===== config.mk =====
export PLATFORM = sky130hd
export DESIGN_NAME = blur_filter
export DESIGN_NICKNAME = d
export VERILOG_FILES = /design/src/rtl/blur_filter.sv
export SDC_FILE = /design/constraint.sdc
export NUM_CORES = 1
export LEC_CHECK = 0
export ABC_CLOCK_PERIOD_IN_PS = 3600
export BUFFER_PORTS_ARGS = -buffer_cell sky130_fd_sc_hd__clkbuf_2
export CORE_AREA = 2 2 86 88
export CTS_BUF_LIST = sky130_fd_sc_hd__clkbuf_4
export CTS_CLUSTER_DIAMETER = 40
export DETAILED_ROUTE_END_ITERATION = 16
export DIE_AREA = 0 0 88 90
export GPL_TIMING_DRIVEN = 0
export PLACE_DENSITY = 0.81
export SYNTH_ARGS = -nofsm -noshare
export SYNTH_HDL_FRONTEND = slang
export SYNTH_SLANG_ARGS = --single-unit

===== constraint.sdc =====
create_clock -name clk -period 3.6 [get_ports clk]
set_clock_uncertainty 0.05 [all_clocks]
set_input_delay 0.36 -clock clk [delete_from_list [all_inputs] [get_ports clk]]
set_output_delay 0.36 -clock clk [all_outputs]
set_load 0.03 [all_outputs]

===== src/rtl/blur_filter.sv =====
// ---------------------------------------------------------------------------
// blur_filter
//
// Purpose:
//   A streaming 1-D horizontal blur over a 5-pixel window.
//   The kernel weights are 1,4,8,4,1, so they sum to 18.
//   The weighted sum is scaled by 1/32 + 1/64 + 1/128, which is about 7/128.
//   That brings the unity-gain result back into pixel range.
//   The final value is saturated to the pixel maximum.
//
//   Each accepted pixel produces exactly one output. The path is:
//     PHASE1  -> t1 register
//     PHASE2  -> t2 register
//     PHASE3  -> out_pixel register
//     OUTPUT  -> holds the result until the consumer takes it
//   In OUTPUT, a new pixel can be accepted on the same edge that hands off
//   the result. That gives one pixel every 4 cycles at peak.
//
//   A start-of-line pixel fills the whole window with its own value, which
//   replicates the left edge. The right edge is not replicated.
//
// Ports:
//   clk        in   clock; all state updates on the rising edge
//   n_rst      in   asynchronous active-low reset
//   in_valid   in   in_pixel/in_sol are valid this cycle
//   in_ready   out  block accepts input this cycle
//   in_pixel   in   [PIXEL_BITS] unsigned input pixel
//   in_sol     in   start of line, qualified by in_valid
//   out_valid  out  out_pixel holds a result
//   out_ready  in   consumer accepts out_pixel
//   out_pixel  out  [PIXEL_BITS] unsigned blurred pixel
//
// Parameters:
//   PIXEL_BITS  pixel width, minimum 4, default 8.
//               The accumulator width is always PIXEL_BITS+5.
//
// Configuration macro:
//   BLUR_ROUND_EN  when defined, each of the three scale terms rounds to
//                  nearest instead of truncating. Interface, latency and
//                  handshake are the same in both builds.
// ---------------------------------------------------------------------------
module blur_filter #(
    parameter int PIXEL_BITS = 8
) (
    input  logic                  clk,
    input  logic                  n_rst,
    input  logic                  in_valid,
    output logic                  in_ready,
    input  logic [PIXEL_BITS-1:0] in_pixel,
    input  logic                  in_sol,
    output logic                  out_valid,
    input  logic                  out_ready,
    output logic [PIXEL_BITS-1:0] out_pixel
);

    // The sum of 18*max fits in PIXEL_BITS+5 bits.
    // This leaves headroom for the rounding offsets.
    localparam int ACC_BITS = PIXEL_BITS + 5;
    localparam logic [PIXEL_BITS-1:0] PIX_MAX = '1;

    typedef enum logic [2:0] {
        IDLE   = 3'd0,
        PHASE1 = 3'd1,
        PHASE2 = 3'd2,
        PHASE3 = 3'd3,
        OUTPUT = 3'd4
    } state_e;

    state_e state_q, state_d;

    logic [PIXEL_BITS-1:0] win_q [0:4];
    logic [PIXEL_BITS-1:0] win_d [0:4];
    logic [ACC_BITS-1:0]   t1_q, t1_d;
    logic [ACC_BITS-1:0]   t2_q, t2_d;
    logic [PIXEL_BITS-1:0] out_q, out_d;

    logic                  accept;
    logic [ACC_BITS-1:0]   s5, s6, s7;
    logic [ACC_BITS-1:0]   scaleSum;
    logic [PIXEL_BITS-1:0] pixSat;

    function automatic logic [ACC_BITS-1:0] ext(input logic [PIXEL_BITS-1:0] p);
        return ACC_BITS'(p);
    endfunction

    assign accept    = in_valid && in_ready;
    assign out_pixel = out_q;

    // Next state and handshake outputs.
    // in_ready in OUTPUT depends on out_ready combinationally.
    // This is what allows a back-to-back accept on the hand-off edge.
    always_comb begin
        state_d   = state_q;
        in_ready  = 1'b0;
        out_valid = 1'b0;
        case (state_q)
            IDLE: begin
                in_ready = 1'b1;
                if (in_valid) state_d = PHASE1;
            end
            PHASE1: state_d = PHASE2;
            PHASE2: state_d = PHASE3;
            PHASE3: state_d = OUTPUT;
            OUTPUT: begin
                out_valid = 1'b1;
                in_ready  = out_ready;
                if (out_ready) state_d = in_valid ? PHASE1 : IDLE;
            end
            default: state_d = IDLE;
        endcase
    end

    // Window update on an accepted pixel.
    // A start-of-line pixel floods all five taps with its own value.
    always_comb begin
        for (int i = 0; i < 5; i++) win_d[i] = win_q[i];
        if (accept) begin
            if (in_sol) begin
                for (int i = 0; i < 5; i++) win_d[i] = in_pixel;
            end else begin
                for (int i = 0; i < 4; i++) win_d[i] = win_q[i+1];
                win_d[4] = in_pixel;
            end
        end
    end

    // Scale terms.
    // Each term is shifted on its own, so the truncation (or rounding) of
    // each term adds to the final result.
    always_comb begin
`ifdef BLUR_ROUND_EN
        s5 = (t2_q + ACC_BITS'(16)) >> 5;
        s6 = (t2_q + ACC_BITS'(32)) >> 6;
        s7 = (t2_q + ACC_BITS'(64)) >> 7;
`else
        s5 = t2_q >> 5;
        s6 = t2_q >> 6;
        s7 = t2_q >> 7;
`endif
        scaleSum = s5 + s6 + s7;
        pixSat   = (scaleSum > ACC_BITS'(PIX_MAX)) ? PIX_MAX : scaleSum[PIXEL_BITS-1:0];
    end

    // Two-step accumulation, then the scaled result.
    // Each register loads only in its own phase.
    always_comb begin
        t1_d  = t1_q;
        t2_d  = t2_q;
        out_d = out_q;
        if (state_q == PHASE1)
            t1_d = ext(win_q[0]) + (ext(win_q[1]) << 2) + (ext(win_q[2]) << 3);
        if (state_q == PHASE2)
            t2_d = t1_q + (ext(win_q[3]) << 2) + ext(win_q[4]);
        if (state_q == PHASE3)
            out_d = pixSat;
    end

    always_ff @(posedge clk or negedge n_rst) begin
        if (!n_rst) begin
            state_q <= IDLE;
            for (int i = 0; i < 5; i++) win_q[i] <= '0;
            t1_q    <= '0;
            t2_q    <= '0;
            out_q   <= '0;
        end else begin
            state_q <= state_d;
            for (int i = 0; i < 5; i++) win_q[i] <= win_d[i];
            t1_q    <= t1_d;
            t2_q    <= t2_d;
            out_q   <= out_d;
        end
    end

endmodule


; Yosys cells after proc, flatten, opt, wreduce, memory -nomap -nowiden
; Cells that the tools add are included.
[word_totals]
regBits = 77
in_bits = 13
elab_cells = 33
[op_classes]
add_sub_neg = 6
magnitude_cmp = 1
n_eq_ne = 6
n_mux = 8
n_reduce_logical = 3
[ops]
columns = op, n
row1 = 40-bit 2-to-1 mux, 1
row2 = 3-bit one-hot mux with 5 select lines, 1
row3 = 13-bit by 10-bit adder with 13-bit output, 1
row4 = 13-bit by 8-bit adder with 13-bit output, 1
row5 = 11-bit by 11-bit adder with 12-bit output, 1
row6 = 8-bit by 10-bit adder with 11-bit output, 1
row7 = 9-bit by 6-bit adder with 10-bit output, 1
row8 = 10-bit by 8-bit > comparator with 1-bit output (second input constant), 1
row9 = 8-bit by 7-bit adder with 9-bit output, 1
row10 = 8-bit 2-to-1 mux, 1
row11 = 3-bit by 2-bit equality test with 1-bit output (second input constant), 2
row12 = 3-bit 2-to-1 mux, 2
row13 = 2-bit inequality test (second input constant), 2
row14 = 3-bit by 1-bit equality test with 1-bit output (second input constant), 1
row15 = 3-bit equality test (second input constant), 1
row16 = 3-bit zero test, 1
row17 = 1-bit 2-to-1 mux, 2
row18 = 1-bit one-hot mux with 2 select lines, 1
row19 = 2-bit AND reduction, 1
row20 = 1-bit logical AND, 1

; Logic depth before layout (Yosys ltp)
[depth]
ltp_word = 4
ltp_mapped = 11
depth_no_buf = 11

; Least setup slack after synthesis
; Ideal clock, no wire load.
[synth_timing]
kind = register to register
from = reg win_q[6] (netlist bit)
to = reg t2_q[11]
required_ns = 3.481
stages_incl_launch_ff = 9
setup_time_ns = 0.069
setup_slack_ns = 1.009
synth_period_minus_slack_ns = 2.591
arrival_time_ns = 2.472
path_cell_list = dfrtp_1 -> fa_1 -> ha_1 -> o21a_1 -> o21a_1 -> o21a_1 -> o22a_1 -> or4b_1 -> nand3_1
[synth_via]
elab_chain_len = 1
[synth_rtl]
columns = element, line_no
row1 = start: declaration, 71  ; logic [PIXEL_BITS-1:0] win_q [0:4];
row2 = 13-bit by 8-bit adder with 13-bit output, 153  ; t2_d = t1_q + (ext(win_q[3]) << 2) + ext(win_q[4]);
row3 = end signal: assignment, 169  ; t2_q <= t2_d;
row4 = end: declaration, 74  ; logic [ACC_BITS-1:0] t2_q, t2_d;
; Every way passes these cells.
; A chain may end at the register's enable or synchronous reset.

; Worst setup path in the final report
; Same ends and word-level chain as after synthesis.

==> reports/metrics.yaml <==
fmax_mhz: 358
die_w_um: 88
hold_slack_ps: 134
crit_type: "flop to flop"
drt_first_pass_iters: 6
numCtsBuffers: 9
syn2layout_area_growth_pct: 9.00
grt_pass1_wl_um: 14600
overflow: 0
slew_violations: 0
required_ps: 3910
start_kind: "flop"
grt_pass1_vias: 3180
min_period_ps: 2790
dieArea_sq_mm: 0.00792
cts_tree: "built"
yosysSeqAreaShare_pct: 41.6
hold_path.class: "input port to flop"
timing.rr.start: "win_q[6]"
drive_gt1_share_pct: 10.2
critPathMaxFanout: 4
grt_max_degree: 60
cts_setup_buffers: 0
hold_depth: 3
worstHoldStart: "out_ready"
vias: 3083
place.gp.congestion: 0.836
yosysUniqueCellTypes: 42
cts_max_level: 3
drv_cap: 0
reg2reg_depth: 8
r2r-end: "t2_q[11]"
clock_latency_ps: 430
hold_end: "state_q[0]"
grt.total_usage_pct: 23.6
drt-total-wl_um: 8600
row_count: 31
layout_common_cells: "dfrtp_1 (71), nand2_1 (64), o21ai_1 (37)"
setup_viol: 0
ys_ff_latch: 71
fin_setup_tns_ps: 0
end_kind: "flop"
drc: 0
synth_area_per_cell_sq_um: 10.4
reg2reg_slack_ps: 810
antenna_found_initial: 0
arrival_ps: 3100
slew_headroom_pct: 34.0
antenna_cells: 0
die_y_um: 90
min_period_over_period_pct: 77.5
fin_area_sq_mm: 0.00465
drtIter0Drc: 183
syn_area_sq_mm: 0.00427
routedWlPerCell_um: 15.7
io_pins: 23
place_area_sq_mm: 0.00453
dp_hpwl_um: 6520
cts_buffer_depth: 2
ant_nets: 0
viasPerCell: 5.63
final_common_cell: "dfrtp_1"
netlist_instances: 410
coreArea_sq_mm: 0.00702
hold_viol: 0
nets: 508
port_buffers: 21
rsz0062_at_grt: "no"
start_util_pct: 60.8
worstMarginPinSlew_ps: 987
cts.root.buffer_cell: "clkbuf_4"
syn_nets: 474
clkTransAtPathRegs_ps: 120
cts.sinks: 71
status: "completed"
ys_warn_count: 0
==> synth_stat cells <==
library cell / n / area [sq um]
o31ai_1: 2 / 15.0
o21a_1: 4 / 30.0
a21oi_1: 15 / 75.1
o21ai_0: 12 / 60.1
fa_1: 20 / 400
nand4b_1: 1 / 8.76
a21o_4: 1 / 15.0
nand2_1: 64 / 240
nor3b_1: 2 / 15.0
a22oi_1: 2 / 15.0
o22ai_1: 1 / 6.26
a31oi_1: 1 / 6.26
a41oi_1: 1 / 8.76
clkbuf_1: 15 / 56.3
or2_2: 3 / 18.8
mux2_2: 2 / 22.5
o21bai_1: 2 / 15.0
nor2_1: 12 / 45.0
o211ai_1: 1 / 7.51
nand2b_1: 5 / 31.3
and2_1: 1 / 6.26
buf_2: 3 / 15.0
nand4_1: 1 / 6.26
ha_1: 31 / 388
o22a_1: 5 / 43.8
mux2_1: 6 / 67.6
o21ai_1: 37 / 185
xor2_1: 8 / 70.1
and3b_1: 1 / 8.76
a21o_1: 6 / 45.0
or3b_1: 2 / 17.5
mux2i_1: 33 / 330
xnor2_1: 7 / 61.3
a2111oi_0: 1 / 8.76
or3_1: 2 / 12.5
nor2b_1: 2 / 12.5
nor3_1: 3 / 15.0
nand3_1: 2 / 10.0
inv_1: 19 / 71.3
a211oi_1: 2 / 15.0
dfrtp_1: 71 / 1780
or4b_1: 1 / 10.0
==> metrics by stage <==
stage	cells	worst slack [ps]	utilization (%)
6_report	548	809	66.3
5_1_grt	548	647	66.3
4_1_cts	548	802	66.3
3_5_place_dp	531	839	64.5
3_3_place_gp	530	884	64.1
2_1_floorplan	410	1010	-
==> layer usage <==
metal | track usage [%] | up-vias | routed length, um
met5 | 0 | - | 0
met4 | 9.74 | 0 | 170
met3 | 3.03 | 15 | 252
met2 | 37.6 | 58 | 4340
met1 | 32.4 | 1528 | 3830
li1 | - | 1482 | -
==> cell families after synthesis <==
logic type	count (synthesis)	synth area share, %
mux	41	9.85
xor+xnor	15	3.08
simple gates	102	10.7
buf+inv	37	3.34
flops	71	41.6
compound gates	93	12.9
fa+ha+maj	51	18.5
==> sequential cells by signal (all words and copies together), names as in the netlist <==
| signal | cells |
|---|---|
| t2_q | 8 |
| state_q | 3 |
| win_q | 40 |
| out_pixel | 8 |
| t1_q | 12 |
==> repair_timing <==
item                      4_1_cts  5_1_grt
gates resized for setup         0        0
hold endpoints to repair       12        0
hold buffers                    1        0
==> cell type report <==
class                   count  area [sq um]
fillers                   548          2370
clock inverters             7          47.5
multi-input cells         302          2350
well taps                  99           124
plain buffers              18          71.3
clock buffers               9          67.6
flip-flops and latches     71          1780
inverters                  19          71.3
repair buffers             23           145
==> critical path: stages (launching register included) <==
cell,delay (ps)
dfrtp_1,460
fa_1,500
ha_1,360
o21a_1,190
o21a_1,180
o21a_1,170
o22a_1,250
or4b_1,480
nand3_1,90
==> worst max-delay path by stage <==
stage | startpoint | end | slack, ps | depth (start not counted)
2_1_floorplan | win_q[6] | t2_q[11] | 1010 | 8
3_3_place_gp | win_q[6] | t2_q[11] | 880 | 8
3_5_place_dp | win_q[6] | t2_q[11] | 840 | 8
4_1_cts | win_q[6] | t2_q[11] | 800 | 8
5_1_grt | t2_q[7] | out_pixel[7] | 650 | 11
6_report | win_q[6] | t2_q[11] | 810 | 8
Power is left out: the tool's default activity adds up to more than one toggle a clock period on the data nets, which glitch-free logic cannot reach.
